## src/rtl/codeword_deserializer_if.sv

```systemverilog
// Parallel codeword handshake between the deserializer and the decoder input.
interface codeword_deserializer_if #(
  parameter int WIDTH = 7
);
  logic [WIDTH-1:0] out_data;
  logic             out_valid;
  logic             out_ready;

  modport master (output out_data, output out_valid, input out_ready);
  modport slave  (input out_data, input out_valid, output out_ready);
endinterface

```

## src/rtl/codeword_deserializer.sv

```systemverilog
// Serial-line codeword receiver: synchronises ser_in, frames start/data/stop bits
// and hands each codeword to the decoder through a one-entry valid/ready register.
//
// state | meaning
// IDLE  | waiting for a start bit (tick sampling 0)
// DATA  | shifting in WIDTH data bits, LSB first
// STOP  | expecting the stop bit (1)
// BREAK | bad stop bit seen; wait for line to return high
module codeword_deserializer #(
  parameter int WIDTH       = 7,
  parameter int SYNC_STAGES = 2
) (
  input  logic                   clock,
  input  logic                   reset,
  input  logic                   ser_in,
  input  logic                   bit_tick,
  codeword_deserializer_if.master out_if,
  output logic                   frame_err,
  output logic                   overrun,
  output logic                   busy
);
  typedef enum logic [1:0] {IDLE, DATA, STOP, BREAK} state_t;

  localparam int CNT_W = $clog2(WIDTH + 1);
  localparam logic [CNT_W-1:0] CNT_LOAD = CNT_W'(WIDTH - 1);

  state_t           state, state_nxt;
  logic [SYNC_STAGES-1:0] sync;
  logic             ser_s;
  logic [WIDTH-1:0] shift;
  logic [CNT_W-1:0] bits_left;
  logic [WIDTH-1:0] data_q;
  logic             valid_q;
  logic             frame_done, frame_bad, cnt_load, shift_en;

  assign ser_s            = sync[SYNC_STAGES-1];
  assign busy             = (state != IDLE);
  assign out_if.out_data  = data_q;
  assign out_if.out_valid = valid_q;

  always_ff @(posedge clock) begin
    if (reset) state <= IDLE;
    else       state <= state_nxt;
  end

  always_comb begin
    state_nxt  = state;
    frame_done = 1'b0;
    frame_bad  = 1'b0;
    cnt_load   = 1'b0;
    shift_en   = 1'b0;
    if (bit_tick) begin
      case (state)
        IDLE: begin
          if (!ser_s) begin
            state_nxt = DATA;
            cnt_load  = 1'b1;
          end
        end
        DATA: begin
          shift_en = 1'b1;
          if (bits_left == '0) state_nxt = STOP;
        end
        STOP: begin
          if (ser_s) begin
            frame_done = 1'b1;
            state_nxt  = IDLE;
          end else begin
            frame_bad = 1'b1;
            state_nxt = BREAK;
          end
        end
        BREAK: begin
          if (ser_s) state_nxt = IDLE;
        end
        default: state_nxt = IDLE;
      endcase
    end
  end

  // Bits enter at the MSB and move down, so the first data bit ends up in bit 0.
  always_ff @(posedge clock) begin
    if (reset) begin
      sync      <= '1;
      shift     <= '0;
      bits_left <= '0;
    end else begin
      sync <= {sync[SYNC_STAGES-2:0], ser_in};
      if (cnt_load) begin
        bits_left <= CNT_LOAD;
      end else if (shift_en) begin
        shift <= {ser_s, shift[WIDTH-1:1]};
        if (bits_left != '0) bits_left <= bits_left - 1'b1;
      end
    end
  end

  always_ff @(posedge clock) begin
    if (reset) begin
      data_q    <= '0;
      valid_q   <= 1'b0;
      frame_err <= 1'b0;
      overrun   <= 1'b0;
    end else begin
      frame_err <= frame_bad;
      if (frame_done && (!valid_q || out_if.out_ready)) begin
        data_q  <= shift;
        valid_q <= 1'b1;
      end else begin
        if (frame_done) overrun <= 1'b1;
        if (valid_q && out_if.out_ready) valid_q <= 1'b0;
      end
    end
  end
endmodule
```

## src/flat_wrapper.sv

```systemverilog
// flat-port wrapper written by rule: the top's interface ports become plain ports
module codeword_deserializer_flat 
#(
  parameter int WIDTH       = 7,
  parameter int SYNC_STAGES = 2
)
  (clock, reset, ser_in, bit_tick, frame_err, overrun, busy, out_if_out_data, out_if_out_valid, out_if_out_ready);
  codeword_deserializer_if #(.WIDTH(WIDTH)) out_if_i ();
  input  logic clock;
  input  logic reset;
  input  logic ser_in;
  input  logic bit_tick;
  output logic frame_err;
  output logic overrun;
  output logic busy;
  output wire logic [$bits(out_if_i.out_data)-1:0] out_if_out_data;
  output wire logic [$bits(out_if_i.out_valid)-1:0] out_if_out_valid;
  input wire logic [$bits(out_if_i.out_ready)-1:0] out_if_out_ready;
  assign out_if_out_data = out_if_i.out_data;
  assign out_if_out_valid = out_if_i.out_valid;
  assign out_if_i.out_ready = out_if_out_ready;
  codeword_deserializer #(.WIDTH(WIDTH), .SYNC_STAGES(SYNC_STAGES)) u_core (.clock(clock), .reset(reset), .ser_in(ser_in), .bit_tick(bit_tick), .out_if(out_if_i), .frame_err(frame_err), .overrun(overrun), .busy(busy));
endmodule
```

## config.mk

```make
export PLATFORM = sky130hd
export DESIGN_NAME = codeword_deserializer_flat
export DESIGN_NICKNAME = d
export VERILOG_FILES = /design/src/rtl/codeword_deserializer_if.sv /design/src/rtl/codeword_deserializer.sv /design/src/flat_wrapper.sv
export SDC_FILE = /design/constraint.sdc
export NUM_CORES = 1
export LEC_CHECK = 0
export CELL_PAD_IN_SITES_DETAIL_PLACEMENT = 1
export CELL_PAD_IN_SITES_GLOBAL_PLACEMENT = 1
export CORE_ASPECT_RATIO = 0.75
export CORE_UTILIZATION = 38
export DETAILED_ROUTE_END_ITERATION = 16
export GPL_TIMING_DRIVEN = 1
export PLACE_DENSITY_LB_ADDON = 0.2
export RECOVER_POWER = 25
export SETUP_SLACK_MARGIN = 0.5
export SKIP_LAST_GASP = 1
export SLEW_MARGIN = 20
export SYNTH_ARGS = -nofsm -noshare
export SYNTH_HDL_FRONTEND = slang
export SYNTH_SLANG_ARGS = --single-unit
```

## constraint.sdc

```tcl
create_clock -name clock -period 1.6 [get_ports clock]
set_clock_uncertainty 0.2 [all_clocks]
set_input_delay 0.24 -clock clock [delete_from_list [all_inputs] [get_ports clock]]
set_output_delay 0.24 -clock clock [all_outputs]
set_load 0.005 [all_outputs]
```

Yosys cells after proc, flatten, opt, wreduce, memory -nomap -nowiden
Index checks and enable logic that the tools add are counted.
{ "word_totals": {"regBits": 24, "inputBits": 5, "out_inout_bits": 11, "wordCells": 56} }
{ "classes": {"n_addsub": 1, "eq_ne": 6, "muxes": 18, "bitwise_logic": 4, "reduce_logical": 18} }
{ "op_table": {"columns": ["cell", "count"], "rows": [
  ["1-bit 2-to-1 mux", 10],
  ["3-bit 2-to-1 mux", 3],
  ["2-bit 2-to-1 mux", 4],
  ["2-bit one-hot mux with 4 select lines", 1],
  ["2-bit AND reduction", 4],
  ["2-bit nonzero test", 4],
  ["2-bit == test (second input constant)", 2],
  ["2-bit by 1-bit != test with 1-bit output (second input constant)", 2],
  ["1-bit NOT", 4],
  ["4-bit AND reduction", 1],
  ["3-bit logical NOT", 1],
  ["3-bit nonzero test", 1],
  ["3-bit OR reduction", 1],
  ["3-bit by 1-bit subtractor with 3-bit output (second input constant)", 1],
  ["2-bit by 1-bit == test with 1-bit output (second input constant)", 1],
  ["1-bit logical AND", 2],
  ["2-bit logical NOT", 1],
  ["2-bit != test (second input constant)", 1],
  ["2-bit OR reduction", 1],
  ["1-bit logical NOT", 1],
  ["1-bit logical OR", 1]
]} }

Depth between registers and ports, before layout
Gate-level depths: netlist of the first run.
{ "logic_depth": {"ltp_word": 6, "ltp_mapped": 4, "ltp_nobuf": 3} }

Worst setup path after synthesis of the first run
Ideal clock, no wire load.
{ "synth_timing": {"kind": "register -> register", "startpoint": "register u_core.valid_q, in the netlist u_core.out_if.out_valid", "endpoint": "register u_core.data_q[6], in the netlist u_core.out_if.out_data[6]", "setup_time_ps": 71, "arrival_time_ps": 1175, "path_slack_ps": 154, "path_stages_with_launch": 5, "n_path_buf": 1, "synth_period_minus_slack_ps": 1446, "cell_sequence": "dfxtp_1 -> nor2b_1 -> clkbuf_1 -> or3b_2 -> a21oi_1"} }
{ "synth_via": {"elab_chain_len": 3} }
{ "synth_rtl": {"columns": ["item", "line", "source"], "rows": [
  ["start, declared", "codeword_deserializer.sv:33", "logic valid_q;"],
  ["start signal, assigned", "codeword_deserializer.sv:101", "valid_q <= 1'b0;"],
  ["start signal, assigned", "codeword_deserializer.sv:108", "valid_q <= 1'b1;"],
  ["start signal, assigned", "codeword_deserializer.sv:111", "if (valid_q && out_if.out_ready) valid_q <= 1'b0;"],
  ["1-bit logical NOT", "codeword_deserializer.sv:106", "if (frame_done && (!valid_q || out_if.out_ready)) begin"],
  ["1-bit logical OR", "codeword_deserializer.sv:106", null],
  ["1-bit logical AND", "codeword_deserializer.sv:106", null],
  ["end signal, assigned", "codeword_deserializer.sv:107", "data_q <= shift;"],
  ["end, declared", "codeword_deserializer.sv:32", "logic [WIDTH-1:0] data_q;"]
]} }
No other way between the ends.
A chain may end at the register's enable or synchronous reset.

Worst setup path after layout of the first run
{ "layout_timing": {"startpoint": "register u_core.state[1]", "endpoint": "register u_core.bits_left[0]"} }
{ "layout_via": {"elab_chain_len": 4} }
{ "layout_rtl": {"columns": ["item", "line", "source"], "rows": [
  ["start, declared", "codeword_deserializer.sv:27", "state_t state, state_nxt;"],
  ["start signal, assigned", "codeword_deserializer.sv:43", "else state <= state_nxt;"],
  ["2-bit by 1-bit == test with 1-bit output / 2-bit logical NOT (equally long branches)", "codeword_deserializer.sv:53", "case (state)"],
  ["1-bit 2-to-1 mux", "codeword_deserializer.sv:53", null],
  ["1-bit 2-to-1 mux", "codeword_deserializer.sv:52", "if (bit_tick) begin"],
  ["2-bit AND reduction (no line) / 2-bit OR reduction (equally long branches)", null, null],
  ["end signal, assigned", "codeword_deserializer.sv:93", "if (bits_left != '0) bits_left <= bits_left - 1'b1;"],
  ["end, declared", "codeword_deserializer.sv:31", "logic [CNT_W-1:0] bits_left;"]
]} }
Parallel ways exist; a longest one is shown, timed or not.

==> key figures, run 1 <==
Placement
  – Post-DP HPWL: 1500 um
  – IO buf count: 15
  – Routability cong.: 0.732
  – Placement Cell Area: 0.00121 mm2
  – DP Cell Count: 155

Synthesis
  – Flops & latches, synth: 24
  – Synth async-reset ratio: 0
  – Sequential-to-total area share from yosys stat: 0.503
  – Mapped Cells: 105
  – Syn nets: 110
  – Yosys cell types: 26
  – Syn avg cell area: 9.09 um2
  – Post-synth EDFFs: 0
  – Yosys warning total: 0
  – Dominant synthesized flop cell: dfxtp_1
  – Mapped cell area: 955 um2

Pwr
  – Total Power: 0.941 mW
  – Sw frac: 0.229
  – Combinational share of power: 0.080
  – Peak supply drop: 0.000488 V
  – Power per cell area: 664 mW/mm2
  – Clk pwr share: 0.274
  – Int Pwr: 0.726 mW
  – Sequential share of power: 0.646
  – NetSw: 0.215 mW
  – LEAKAGE: 0.511 nW

Floorplan
  – Row count: 15
  – Die H: 45.4 um
  – IO Count: 16
  – Core footprint: 0.00233 mm2
  – Die width: 59.9 um
  – Initial core utilization: 0.410
  – Die area: 0.00272 mm2

Final layout
  – # nets final: 143
  – Final Non-Filler Cells: 170
  – ANT cells: 0
  – Register area: 500 um2
  – Area delta synth->final: 48.4%
  – Design area: 0.00142 mm2
  – Layout cells sized above 1: 0.551
  – Layout fillers: 285
  – Most common cell after layout, fill and taps aside: dfxtp_1
  – Multi-input gate area: 579 um2
  – Most frequent cells in the layout: 14 x dfxtp_1, 13 x nand2_1, 13 x buf_4

Timing
  – Period utilization: 0.950
  – Worst Tran Pin Value: 0.367 ns
  – Final Hold Violating Endpoints: 0
  – Fin crit period: 1.52 ns
  – Maximum clock frequency: 658 MHz
  – Unrepaired setup endpoints after global routing: true
  – # setup viols final: 0
  – Max transition margin: 0.755
  – Slew Viols, Final: 0

CTS
  – CTS max path bufs: 2
  – Worst skew pair latency: 0.31 ns
  – Post-CTS Hold Buffers: 0
  – Num CTS Buffers: 3
  – CTS Root Cell: clkbuf_4
  – H-tree levels: 1
  – Clock transition at path regs: 0.12 ns
  – Clock Sinks: 24
  – CTS tree: yes

Global route
  – Grt ovf: 0
  – Vias in the first global route: 845
  – GRT Resource Usage Total: 0.211
  – Largest net degree at the start of global routing: 15
  – Initial antenna violation count: 0
  – First-pass GRT wire length: 4080 um

Detailed routing
  – DRC viols: 0
  – DRT iter0 DRCs: 26
  – Routed WL: 2690 um
  – Drt first pass iters: 4
  – Wire per inst: 15.8 um
  – Final ANT Viol Nets: 0
  – Vias per cell: 5.24
  – Vias: 891

Worst setup path
  – Critical Path End Type: flop
  – CP Max Fanout: 6
  – Worst setup startpoint: u_core.state[1]
  – WP data arrival: 1.56 ns
  – Kind of critical path: flop to flop
  – Req. time, crit path: 1.64 ns
  – Worst reg2reg startpoint: u_core.state[1]
  – Startpoint types: flop

Run
  – Max Cap Viol: 0

Min path
  – Min-delay worst type: flop to flop
  – HP Start: u_core.sync[0]

Outcome
  – Outcome: finished clean
registers in the layout (all words and copies together) (netlist names):
register	cells
u_core.out_if.out_data	7
u_core.shift	7
u_core.bits_left	3
u_core.state	2
u_core.sync	2
u_core.frame_err	1
u_core.out_if.out_valid	1
u_core.overrun	1
critical path, stage by stage, from the launching register on:
cell	delay [ns]
dfxtp_4	0.37
buf_8	0.13
nand3b_1	0.18
or3_1	0.39
a211oi_2	0.18
timing repair:
| action | in CTS | in global routing |
|---|---|---|
| gates resized for setup | 70 | 18 |
| buffers inserted | 9 | 1 |
| setup endpoints to repair | 33 | 33 |
| pin swaps | 5 | 7 |
| gates cloned | 1 | 1 |
layer usage:
| metal | GRT usage | routed length, um | up-vias |
|---|---|---|---|
| met5 | 0 | 0 | - |
| met4 | 0.0558 | 29 | 0 |
| met3 | 0.0511 | 90 | 4 |
| met2 | 0.347 | 1270 | 14 |
| met1 | 0.280 | 1290 | 437 |
| li1 | - | - | 436 |
cell type report:
class | instances | share of cell area
clock buffer | 3 | 0.0159
multi-input combinational | 77 | 0.409
sequential | 24 | 0.353
tap | 34 | 0.0300
timing repair buffer | 32 | 0.192
power groups by stage:
stage	registers [mW]	logic [mW]	clock network (mW)
after CTS	0.608	0.0685	0.269
final	0.608	0.0753	0.258
after detailed placement	0.623	0.0572	0
after floorplan	0.621	0.0294	0
after global routing	0.610	0.0805	0.301
after global placement	0.622	0.0557	0
Yosys cell counts (2+ instances only):
master / number / area (um2)
a21oi_1: 17 / 85.1
buf_2: 2 / 10.0
clkbuf_1: 3 / 11.3
dfxtp_1: 24 / 480
nand2_1: 17 / 63.8
nand2b_1: 2 / 12.5
nor2_1: 3 / 11.3
nor3_1: 3 / 15.0
nor4b_1: 2 / 17.5
o21ai_0: 8 / 40.0
or2_2: 3 / 18.8
or3b_2: 7 / 61.3
logic make-up (layout without fill, tap and decap cells):
kind of cell / Yosys count / after routing / synth area share
buffers and inverters: 6 / 35 / 0.0341
AND/OR/NAND/NOR: 45 / 47 / 0.291
flip-flops: 24 / 24 / 0.503
AO/OA/AOI/OAI: 30 / 30 / 0.172
final timing paths:
path / to / slack (ns) / depth (start not counted)
setup / recovery: u_core.bits_left[0] / 0.08 / 4
hold / removal: u_core.sync[1] / 0.25 / 1
setup reg to reg: u_core.bits_left[0] / 0.08 / 4
hold reg to reg: u_core.sync[1] / 0.25 / 1
per-stage QoR:
stage                      util  setup TNS (ns)  hold slack (ns)  setup slack [ns]
after global placement    0.521           -2.61            0.195            -0.286
after global routing      0.609               0            0.258            0.0179
after CTS                 0.573               0            0.253            0.0793
final                     0.609               0            0.247            0.0799
after detailed placement  0.521           -3.07            0.219            -0.339
after floorplan               -               0            0.119             0.227
Note: power is estimated with default switching activity, not from simulation.
==> run 2: changes to the inputs <==
--- a/config.mk
+++ b/config.mk
@@ -5,6 +5,7 @@
 export SDC_FILE = /design/constraint.sdc
 export NUM_CORES = 1
 export LEC_CHECK = 0
+export CAP_MARGIN = 20
 export CELL_PAD_IN_SITES_DETAIL_PLACEMENT = 1
 export CELL_PAD_IN_SITES_GLOBAL_PLACEMENT = 1
 export CORE_ASPECT_RATIO = 0.75
==> results of run 2 <==
No change in the layout: final DEF, timing and power equal those of run 1.
==> run 3: changes to the inputs <==
--- a/config.mk
+++ b/config.mk
@@ -11,7 +11,6 @@
 export CORE_ASPECT_RATIO = 0.75
 export CORE_UTILIZATION = 38
 export DETAILED_ROUTE_END_ITERATION = 16
-export GPL_TIMING_DRIVEN = 1
 export PLACE_DENSITY_LB_ADDON = 0.2
 export RECOVER_POWER = 25
 export SETUP_SLACK_MARGIN = 0.5
==> results of run 3 <==
No change in the layout: final DEF, timing and power equal those of run 1.
